File: src/rtl/pipe_stage_skid_reg.sv
// pipe_stage_skid_reg: pipeline stage register with valid/ready flow
// control, a 2-entry skid buffer, flush-to-bubble and a stall counter.
// Ports: clk, rst (async, active-low), flush;
//   upstream:   in_valid, in_ready (registered), in_ctrl, in_data, in_dst;
//   downstream: out_valid, out_ready, out_ctrl, out_data, out_dst;
//   stall_cnt: saturating count of cycles with out_valid & ~out_ready.
module pipe_stage_skid_reg #(
    parameter int CTRL_W = 3,
    parameter int DATA_W = 64,
    parameter int REG_W  = 5,
    parameter int CNT_W  = 16
) (
    input  logic              clk,
    input  logic              rst,
    input  logic              flush,
    input  logic              in_valid,
    output logic              in_ready,
    input  logic [CTRL_W-1:0] in_ctrl,
    input  logic [DATA_W-1:0] in_data,
    input  logic [REG_W-1:0]  in_dst,
    output logic              out_valid,
    input  logic              out_ready,
    output logic [CTRL_W-1:0] out_ctrl,
    output logic [DATA_W-1:0] out_data,
    output logic [REG_W-1:0]  out_dst,
    output logic [CNT_W-1:0]  stall_cnt
);

    typedef enum logic [1:0] {
        EMPTY = 2'd0,
        ONE   = 2'd1,
        TWO   = 2'd2
    } state_t;

    state_t              state_q;
    logic                in_ready_q;
    logic [CTRL_W-1:0]   main_ctrl_q;
    logic [DATA_W-1:0]   main_data_q;
    logic [REG_W-1:0]    main_dst_q;
    logic [CTRL_W-1:0]   skid_ctrl_q;
    logic [DATA_W-1:0]   skid_data_q;
    logic [REG_W-1:0]    skid_dst_q;
    logic [CNT_W-1:0]    cnt_q;
    logic [CNT_W-1:0]    cnt_d;
    logic                main_valid;
    logic                fire_in;
    logic                fire_out;

    assign main_valid = (state_q != EMPTY);
    assign fire_in    = in_valid & in_ready_q;
    assign fire_out   = main_valid & out_ready;

    // in_ready_q is the registered form of ~skid_valid, updated
    // alongside each state transition.
    always_ff @(posedge clk or negedge rst) begin
        if (!rst) begin
            state_q     <= EMPTY;
            in_ready_q  <= 1'b1;
            main_ctrl_q <= '0;
            main_data_q <= '0;
            main_dst_q  <= '0;
            skid_ctrl_q <= '0;
            skid_data_q <= '0;
            skid_dst_q  <= '0;
        end else if (flush) begin
            state_q    <= EMPTY;
            in_ready_q <= 1'b1;
        end else begin
            unique case (state_q)
                EMPTY: begin
                    if (fire_in) begin
                        main_ctrl_q <= in_ctrl;
                        main_data_q <= in_data;
                        main_dst_q  <= in_dst;
                        state_q     <= ONE;
                    end
                end
                ONE: begin
                    if (fire_in && fire_out) begin
                        main_ctrl_q <= in_ctrl;
                        main_data_q <= in_data;
                        main_dst_q  <= in_dst;
                    end else if (fire_in) begin
                        skid_ctrl_q <= in_ctrl;
                        skid_data_q <= in_data;
                        skid_dst_q  <= in_dst;
                        state_q     <= TWO;
                        in_ready_q  <= 1'b0;
                    end else if (fire_out) begin
                        state_q <= EMPTY;
                    end
                end
                TWO: begin
                    if (fire_out) begin
                        main_ctrl_q <= skid_ctrl_q;
                        main_data_q <= skid_data_q;
                        main_dst_q  <= skid_dst_q;
                        state_q     <= ONE;
                        in_ready_q  <= 1'b1;
                    end
                end
                default: begin
                    state_q    <= EMPTY;
                    in_ready_q <= 1'b1;
                end
            endcase
        end
    end

    // Saturating stall counter; flush does not clear it.
    always_comb begin
        cnt_d = cnt_q;
        if (main_valid && !out_ready && (cnt_q != '1)) begin
            cnt_d = cnt_q + 1'b1;
        end
    end

    always_ff @(posedge clk or negedge rst) begin
        if (!rst) begin
            cnt_q <= '0;
        end else begin
            cnt_q <= cnt_d;
        end
    end

    assign in_ready  = in_ready_q;
    assign out_valid = main_valid;
    // Bubbles must never carry RegWrite/MemWrite downstream.
    assign out_ctrl  = main_valid ? main_ctrl_q : '0;
    assign out_data  = main_data_q;
    assign out_dst   = main_dst_q;
    assign stall_cnt = cnt_q;

endmodule

File: config.mk
export PLATFORM = sky130hd
export DESIGN_NAME = pipe_stage_skid_reg
export DESIGN_NICKNAME = d
export VERILOG_FILES = /design/src/rtl/pipe_stage_skid_reg.sv
export SDC_FILE = /design/constraint.sdc
export NUM_CORES = 1
export LEC_CHECK = 0
export CORE_MARGIN = 2
export CORE_UTILIZATION = 45
export CTS_CLUSTER_DIAMETER = 200
export DETAILED_ROUTE_END_ITERATION = 8
export GPL_TIMING_DRIVEN = 0
export HOLD_SLACK_MARGIN = 0.02
export PLACE_DENSITY = 0.74
export SLEW_MARGIN = 20
export SYNTH_ARGS = -nofsm -noshare
export SYNTH_HDL_FRONTEND = slang
export SYNTH_SLANG_ARGS = --single-unit
File: constraint.sdc
create_clock -name clk -period 2.1 [get_ports clk]
set_clock_uncertainty 0.2 [all_clocks]
set_input_delay 0.315 -clock clk [delete_from_list [all_inputs] [get_ports clk]]
set_output_delay 0.315 -clock clk [all_outputs]
set_load 0.02 [all_outputs]
==> implementation parameters, run 1 <==
Parameter                              Value

Synthesis
  Number of different library cells in the post-synthesis netlist    42
  Top cells by area in the synthesized netlist    sky130_fd_sc_hd__dfrtp_1, sky130_fd_sc_hd__mux2_1, sky130_fd_sc_hd__mux2i_1
  Top cell types by occurrence after synthesis    sky130_fd_sc_hd__dfrtp_1, sky130_fd_sc_hd__nor2_1, sky130_fd_sc_hd__a21oi_1
  Synthesized instance count    ~570
  Post-synth EDFFs    0
  Library cell occupying the most area in the post-synthesis netlist    sky130_fd_sc_hd__dfrtp_1
  Net Count, Synth    between 600 and 700
  Syn Std Cell Area    6960 um2
  Sequential cell area fraction in the yosys report    ~60%
  Async set-or-reset flop fraction in the synthesized netlist    100%
  Predominant post-synthesis flop cell    sky130_fd_sc_hd__dfrtp_1
  Fraction of post-synthesis cell area in the top cell type by area    58.3%
  Register bit total from synthesis    ~160
  Count of yosys warnings during synthesis    0
  Most numerous cell in the Yosys netlist    sky130_fd_sc_hd__dfrtp_1
  Post-synthesis area per instance    about 12 um2

Floorplan
  Starting density of the core    between 40% and 50%
  CORE AREA    between 15000 and 20000 um2
  Die height    128 um
  Width of the die    between 100 and 150 um
  Area of the die    roughly 16000 um2
  Total I/O pin count    about 170
  Placement Rows    45

Placed design
  DP HPWL    11.6 mm
  Gpl congestion    roughly 0.8
  Number of placed cells counting well taps    just over 900
  Worst setup timing slack at the placement stage    -0.712 ns
  Number of buffers inserted by port buffering    approximately 170

Setup path
  Arrival time worst endpoint    approximately 2.2 ns
  Reg-to-reg endpoint    stall_cnt[1]$_DFFE_PN0P_
  Worst path required time    between 2 and 2.5 ns
  Crit Path Max Fanout    9
  Kind of critical path    reg -> reg
  Setup slack on the worst flop-to-flop path    approximately 0.021 ns
  Worst Reg-to-Reg Cells    5
  Launching element type of the critical path    register
  Kind of end point of the critical path    register
  Beginning of the worst register-to-register path    stall_cnt[0]$_DFFE_PN0P_

CTS
  Clock tree from TritonCTS    yes
  CTS clock-pin slew for the worst setup and hold paths    about 0.060 ns
  Worst-case clock buffer depth    2
  H-tree levels    4
  Total CTS buffers    17
  Clock sink count    ~160
  Clock root buffer    sky130_fd_sc_hd__clkbuf_16
  Clock latency reported for the late side of the worst-skew pair    roughly 0.42 ns

Power
  Cell Int Power    about 7400 uW
  Combinational fraction of design power    ~25%
  Pwr/cell area    roughly 1100 nW/um2
  Share of total power in sequential cells    43.2%
  Largest voltage drop on the vdd net    around 0.66 mV
  Clock network fraction of design power    a little under a third
  Leakage power    about 0.004 uW
  Switching power of the nets    slightly above 3000 uW
  Overall power    between 10000 and 15000 uW
  Switching power share of the total    29.3%

Global route
  Maximum number of pins on one net before global-route repair    86
  Number of antenna violations at the first check in global routing    0
  Via count of the first global-routing pass    5410
  Gr usage total    21.2%
  Wire length of the first global-routing pass    27.1 mm
  Remaining Overflow, GRT    0

STA
  Final number of hold-violating endpoints    0
  Final worst path period need    about 2.1 ns
  Hold Worst Slack    roughly 0.27 ns
  Top achievable clock speed    0.481 GHz
  Number of slew-limit violations in the final report    0
  Max transition margin    between 50 and 60%
  Setup repair after global routing missed its margin    yes
  Setup ws final    0.0207 ns
  Post-route fraction of the period consumed by the critical path    between 90% and 100%
  Setup violations, final    0
  Transition time of the tightest slew-check pin    ~0.65 ns

Final layout
  Cell Count, Final, Fillers Out    between 900 and 1000
  Layout Area Growth over Synthesis    39.7%
  Fill cells    1172
  Diode count    0
  Count of nets after finishing    838
  Ratio of cells with drive above 1 in the final layout    around 12%

Status
  Run status    complete, no violations

Route
  Detailed-route wire length per cell    between 15 and 20 um
  Routed wire length    16.8 mm
  Starting DRC count in detailed routing    255
  Length of the first detailed-routing pass in iterations    4
  Vias post-DR    5153
  Routed via count divided by cell count    ~5.4
  Remaining number of nets flagged by the antenna check after routing    0
  Residual DRC    0

Worst hold path
  Worst hold path class    in -> async

Flow run
  Max-capacitance violation count    0
[layout by cell type (no fill, tap or decap), types with 2 or more instances in the layout]
cell type,n
sky130_fd_sc_hd__nand4_1,3
sky130_fd_sc_hd__a21oi_1,74
sky130_fd_sc_hd__buf_6,2
sky130_fd_sc_hd__clkinvlp_4,2
sky130_fd_sc_hd__mux2_1,70
sky130_fd_sc_hd__nand3b_1,2
sky130_fd_sc_hd__buf_2,11
sky130_fd_sc_hd__o21ai_1,4
sky130_fd_sc_hd__clkbuf_16,17
sky130_fd_sc_hd__a31oi_1,4
sky130_fd_sc_hd__o211ai_1,2
sky130_fd_sc_hd__nor2b_1,6
sky130_fd_sc_hd__dfrtp_1,159
sky130_fd_sc_hd__mux2i_1,72
sky130_fd_sc_hd__clkdlybuf4s50_1,154
sky130_fd_sc_hd__mux2_2,3
sky130_fd_sc_hd__dlymetal6s2s_1,6
sky130_fd_sc_hd__clkdlybuf4s15_1,2
sky130_fd_sc_hd__bufinv_16,3
sky130_fd_sc_hd__nor2_1,79
sky130_fd_sc_hd__clkbuf_2,9
sky130_fd_sc_hd__xnor2_1,11
sky130_fd_sc_hd__inv_1,2
sky130_fd_sc_hd__nand2_1,7
sky130_fd_sc_hd__dfrtp_2,3
sky130_fd_sc_hd__nand3_1,6
sky130_fd_sc_hd__clkbuf_8,4
sky130_fd_sc_hd__buf_4,15
sky130_fd_sc_hd__clkbuf_4,5
sky130_fd_sc_hd__clkinv_4,5
[worst max-delay path, cell delays in order, from the launching register on]
cell	delay, ns
sky130_fd_sc_hd__dfrtp_2	0.38
sky130_fd_sc_hd__ha_4	0.16
sky130_fd_sc_hd__nand4_4	0.14
sky130_fd_sc_hd__or4_4	0.59
sky130_fd_sc_hd__o21ai_4	0.18
sky130_fd_sc_hd__mux2_4	0.31
[worst max path at each step]
stage	from	end	slack, ns	cells after the start
CTS	state_q[0]$_DFFE_PN0P_	stall_cnt[15]$_DFFE_PN0P_	0.005	5
global route	stall_cnt[0]$_DFFE_PN0P_	stall_cnt[1]$_DFFE_PN0P_	-0.04	5
floorplan	stall_cnt[0]$_DFFE_PN0P_	stall_cnt[1]$_DFFE_PN0P_	-0.04	6
finish	stall_cnt[0]$_DFFE_PN0P_	stall_cnt[1]$_DFFE_PN0P_	0.02	5
global placement	rst	stall_cnt[0]$_DFFE_PN0P_	-6.39	1
detailed placement	out_ready	out_data[41]$_DFFE_PN0P_	-0.71	6
[power groups by stage]
stage | clock network (uW) | logic (uW) | registers (uW)
after floorplan | 0 | 913 | 4880
after global placement | 0 | 2470 | 4500
after detailed placement | 0 | 2570 | 4560
after CTS | 3340 | 2660 | 4500
after global routing | 3500 | 2850 | 4590
final | 3270 | 2640 | 4490
[per-stage QoR]
stage	instance area, um2	utilization (%)	TNS [ns]
after floorplan	6990	-	-0.0436
after global placement	8880	58.7	-1022.60
after detailed placement	8920	58.9	-86.73
after CTS	9640	63.7	0
after global routing	9720	64.2	-0.101
final	9720	64.2	0
[metal layers]
layer | track usage, % | vias to the layer above | wire (um)
met4 | 7.69 | 0 | 335
met1 | 26.7 | 2584 | 7230
met2 | 34.4 | 151 | 8100
met3 | 6.89 | 34 | 1160
met5 | 0 | - | 0
li1 | - | 2384 | -
[cells by family after synthesis]
logic type	share of synthesized area [%]
XOR/XNOR	1.39
buffers and inverters	2.37
AND/OR/NAND/NOR	7.59
adder cells (fa/ha/maj)	0.180
AO/OA/AOI/OAI	7.47
flip-flops	58.7
multiplexers	22.3
[sequential cells by signal, summed over array words and instances, names as in the netlist]
signal       flops
skid_data_q     64
stall_cnt       16
out_dst          5
skid_dst_q       5
state_q          2
skid_ctrl_q      3
out_data        64
main_ctrl_q      3
in_ready         1
[timing repair]
action                                  4_1_cts  5_1_grt
hold buffers                                  1        0
endpoints found under the hold margin        83        0
resized for setup                            19       41
endpoints found under the setup margin      150       85
buffers inserted                              7        1
pin swaps                                     3        2
[cell type report]
class | instances | area (um2) | area share [%]
tap | 188 | 235 | 2.42
multi-input combinational | 368 | 2790 | 28.7
clock buffer | 22 | 484 | 4.98
buffer | 32 | 203 | 2.09
sequential | 163 | 4080 | 42.0
clock inverter | 10 | 149 | 1.53
inverter | 2 | 7.51 | 0.0772
timing repair buffer | 176 | 1770 | 18.2
Power figures use the tool's default switching activity.
==> run 2: changes to the inputs <==
--- a/config.mk
+++ b/config.mk
@@ -10,7 +10,6 @@
 export CTS_CLUSTER_DIAMETER = 200
 export DETAILED_ROUTE_END_ITERATION = 8
 export GPL_TIMING_DRIVEN = 0
-export HOLD_SLACK_MARGIN = 0.02
 export PLACE_DENSITY = 0.74
 export SLEW_MARGIN = 20
 export SYNTH_ARGS = -nofsm -noshare
==> results of run 2 <==
No change in the layout: final DEF, timing and power equal those of run 1.
==> run 3: changes to the inputs <==
--- a/config.mk
+++ b/config.mk
@@ -6,11 +6,13 @@
 export NUM_CORES = 1
 export LEC_CHECK = 0
 export CORE_MARGIN = 2
-export CORE_UTILIZATION = 45
+export CORE_UTILIZATION = 57
 export CTS_CLUSTER_DIAMETER = 200
 export DETAILED_ROUTE_END_ITERATION = 8
+export DONT_BUFFER_PORTS = 1
 export GPL_TIMING_DRIVEN = 0
-export PLACE_DENSITY = 0.74
+export PLACE_DENSITY = 0.73
+export RECOVER_POWER = 50
 export SLEW_MARGIN = 20
 export SYNTH_ARGS = -nofsm -noshare
 export SYNTH_HDL_FRONTEND = slang
==> run 3 against run 2 <==
  * The flow now finishes with violations (hold timing, setup timing)
  * First-iteration DRC count is 7.1% higher
  * Register-to-register slack got worse by 0.09 ns
  * Global-route usage grew 4.7 points
  * Routed wire length fell by 2.5%
  * Critical path type unchanged
  * Critical endpoint unchanged
  * Largest cell class unchanged
==> implementation parameters, run 3 (synthesized netlist as in run 1, its figures left out) <==
Parameter                              Value

Route
  Remaining number of nets flagged by the antenna check after routing    0
  Starting DRC count in detailed routing    273
  Routed via count divided by cell count    5.81
  Vias post-DR    roughly 4800
  Length of the first detailed-routing pass in iterations    4
  Residual DRC    0
  Routed wire length    ~16 mm
  Detailed-route wire length per cell    a little under 20 um

Floorplan
  CORE AREA    between 10000 and 15000 um2
  Starting density of the core    about three fifths
  Placement Rows    40
  Area of the die    approximately 13000 um2
  Total I/O pin count    around 170
  Width of the die    roughly 110 um
  Die height    114 um

Setup path
  Peak per-stage delay on the critical path    between 0.5 and 0.6 ns
  Crit Path Max Fanout    4
  Arrival time worst endpoint    2.27 ns
  Worst path required time    between 2 and 2.5 ns
  Critical-path cell with the highest stage delay    sky130_fd_sc_hd__or4_4
  Kind of critical path    reg -> reg
  Launching element type of the critical path    register
  Kind of end point of the critical path    register
  Worst path cell trace    ha_4 -> nand4_4 -> or4_4 -> o21ai_4 -> mux2_4

STA
  Max transition margin    around two thirds
  Top achievable clock speed    around 0.46 GHz
  Final worst path period need    2.17 ns
  Number of slew-limit violations in the final report    0
  Post-route setup TNS    -0.166 ns
  Setup violations, final    3
  Hold Worst Slack    -0.619 ns
  Setup repair after global routing missed its margin    yes
  Transition time of the tightest slew-check pin    approximately 0.48 ns
  Setup ws final    -0.0673 ns
  Post-route fraction of the period consumed by the critical path    103%
  Final number of hold-violating endpoints    between 150 and 200

Final layout
  Final instance area    8700 um2
  Diode count    0
  Most common cell after layout, fill and taps aside    sky130_fd_sc_hd__dfrtp_1
  Layout Area Growth over Synthesis    25.1%
  Ratio of cells with drive above 1 in the final layout    a little over an eighth
  Count of nets after finishing    between 700 and 800
  Highest-count cells in the layout ignoring fill and taps    sky130_fd_sc_hd__dfrtp_1, sky130_fd_sc_hd__nor2_1, sky130_fd_sc_hd__dlygate4sd3_1, sky130_fd_sc_hd__a21oi_1, sky130_fd_sc_hd__mux2i_1
  Fill cells    slightly above 800
  Footprint of the multi-input gates    about 2800 um2
  FF/Latch Area    just over 4000 um2

Global route
  Maximum number of pins on one net before global-route repair    roughly 160
  GR Util met1    between 30% and 40%
  Most used routing layer    met2
  Met3 usage    about 7.6%
  Via count of the first global-routing pass    ~5300
  Remaining Overflow, GRT    0
  Number of antenna violations at the first check in global routing    0
  Wire length of the first global-routing pass    approximately 26 mm
  Gr usage total    ~26%
  Fraction of met2 tracks used by global routing    around 45%

Status
  Run status    complete, but fails checks
  Violations in the final reports    hold timing, setup timing

Worst hold path
  Worst hold path class    in -> async

CTS
  Clock tree from TritonCTS    yes
  Worst-case clock buffer depth    2
  Clock sink count    between 150 and 200
  Clock root buffer    sky130_fd_sc_hd__clkbuf_16
  CTS clock-pin slew for the worst setup and hold paths    around 0.060 ns
  Clock latency reported for the late side of the worst-skew pair    0.42 ns
  H-tree levels    4
  Total CTS buffers    17
  Hold-fix buffers, CTS    76

Placed design
  Number of buffers inserted by port buffering    0
  DP HPWL    approximately 10 mm
  Instance area after placement    roughly 7200 um2
  Gpl congestion    0.810

Power
  Overall power    between 9000 and 10000 uW
  Largest voltage drop on the vdd net    between 0.7 and 0.8 mV
  Leakage power    roughly 0.0036 uW
  Pwr/cell area    1080 nW/um2

Flow run
  Max-capacitance violation count    0
run 3: cell count changes in the layout (fill, tap and decap cells not counted), moves of 5 or more:
cell                              before  now
sky130_fd_sc_hd__dlygate4sd3_1         1   76
sky130_fd_sc_hd__buf_4                15   10
sky130_fd_sc_hd__clkdlybuf4s50_1     154    0
sky130_fd_sc_hd__clkbuf_2              9    4
sky130_fd_sc_hd__clkinv_4              5    0
sky130_fd_sc_hd__dlymetal6s2s_1        6    0
sky130_fd_sc_hd__clkinv_2              0    5
run 3: critical path: cells and delay by family (launching register included):
family	cells	cell delay (ns)
flops	1	0.49
compound gates	1	0.18
mux	1	0.31
simple gates	2	0.69
fa+ha+maj	1	0.19
run 3: timing repair:
action,CTS,global route
endpoints found under the hold margin,312,164
pin swaps,5,6
endpoints found under the setup margin,153,82
resized for setup,18,26
setup buffers,7,2
run 3: area by class of cell:
| cell class | instances | share of cell area [%] |
|---|---|---|
| Sequential cell | 163 | 46.9 |
| Timing Repair Buffer | 85 | 9.71 |
| Buffer | 32 | 2.49 |
| Clock inverter | 10 | 1.24 |
| Inverter | 2 | 0.0863 |
| Multi-Input combinational cell | 368 | 32.1 |
| Tap cell | 147 | 2.11 |
| Clock buffer | 22 | 5.34 |
run 3: power breakdown:
| group | internal [uW] | switching [uW] | leakage (uW) |
|---|---|---|---|
| clock network | 1800 | 1200 | 0.000276 |
| registers | 3990 | 1060 | 0.00192 |
| logic | 723 | 596 | 0.00142 |
run 3: per-stage QoR:
stage / setup WS, ns / util, % / hold slack [ns] / std cells
finish: -0.0673 / 72.7 / -0.619 / 829
global route: -0.101 / 72.7 / -0.637 / 829
CTS: -0.125 / 72.0 / -0.629 / 827
detailed placement: -0.391 / 59.9 / -0.177 / 713
global placement: -0.338 / 59.9 / -0.177 / 713
floorplan: -0.0436 / - / -0.181 / 566
run 3: worst paths after layout:
| check | start | to | slack (ns) | cells after the start |
|---|---|---|---|---|
| max | stall_cnt[1]$_DFFE_PN0P_ | stall_cnt[1]$_DFFE_PN0P_ | -0.07 | 5 |
| min | rst | skid_data_q[51]$_DFFE_PN0P_ | -0.62 | 0 |
| max reg2reg | stall_cnt[1]$_DFFE_PN0P_ | stall_cnt[1]$_DFFE_PN0P_ | -0.07 | 5 |
| min reg2reg | skid_data_q[4]$_DFFE_PN0P_ | skid_data_q[4]$_DFFE_PN0P_ | 0.29 | 1 |
| max in group asynchronous | rst | in_ready$_DFFE_PN1P_ | 1.99 | 0 |
| min in group clk | out_ready | stall_cnt[0]$_DFFE_PN0P_ | -0.04 | 3 |
run 3: per-layer routing:
metal | share of wire (%) | up-vias
li1 | - | 2200
met1 | 40 | 2443
met2 | 51 | 149
met3 | 6.7 | 28
met4 | 2.2 | 0
met5 | 0 | -
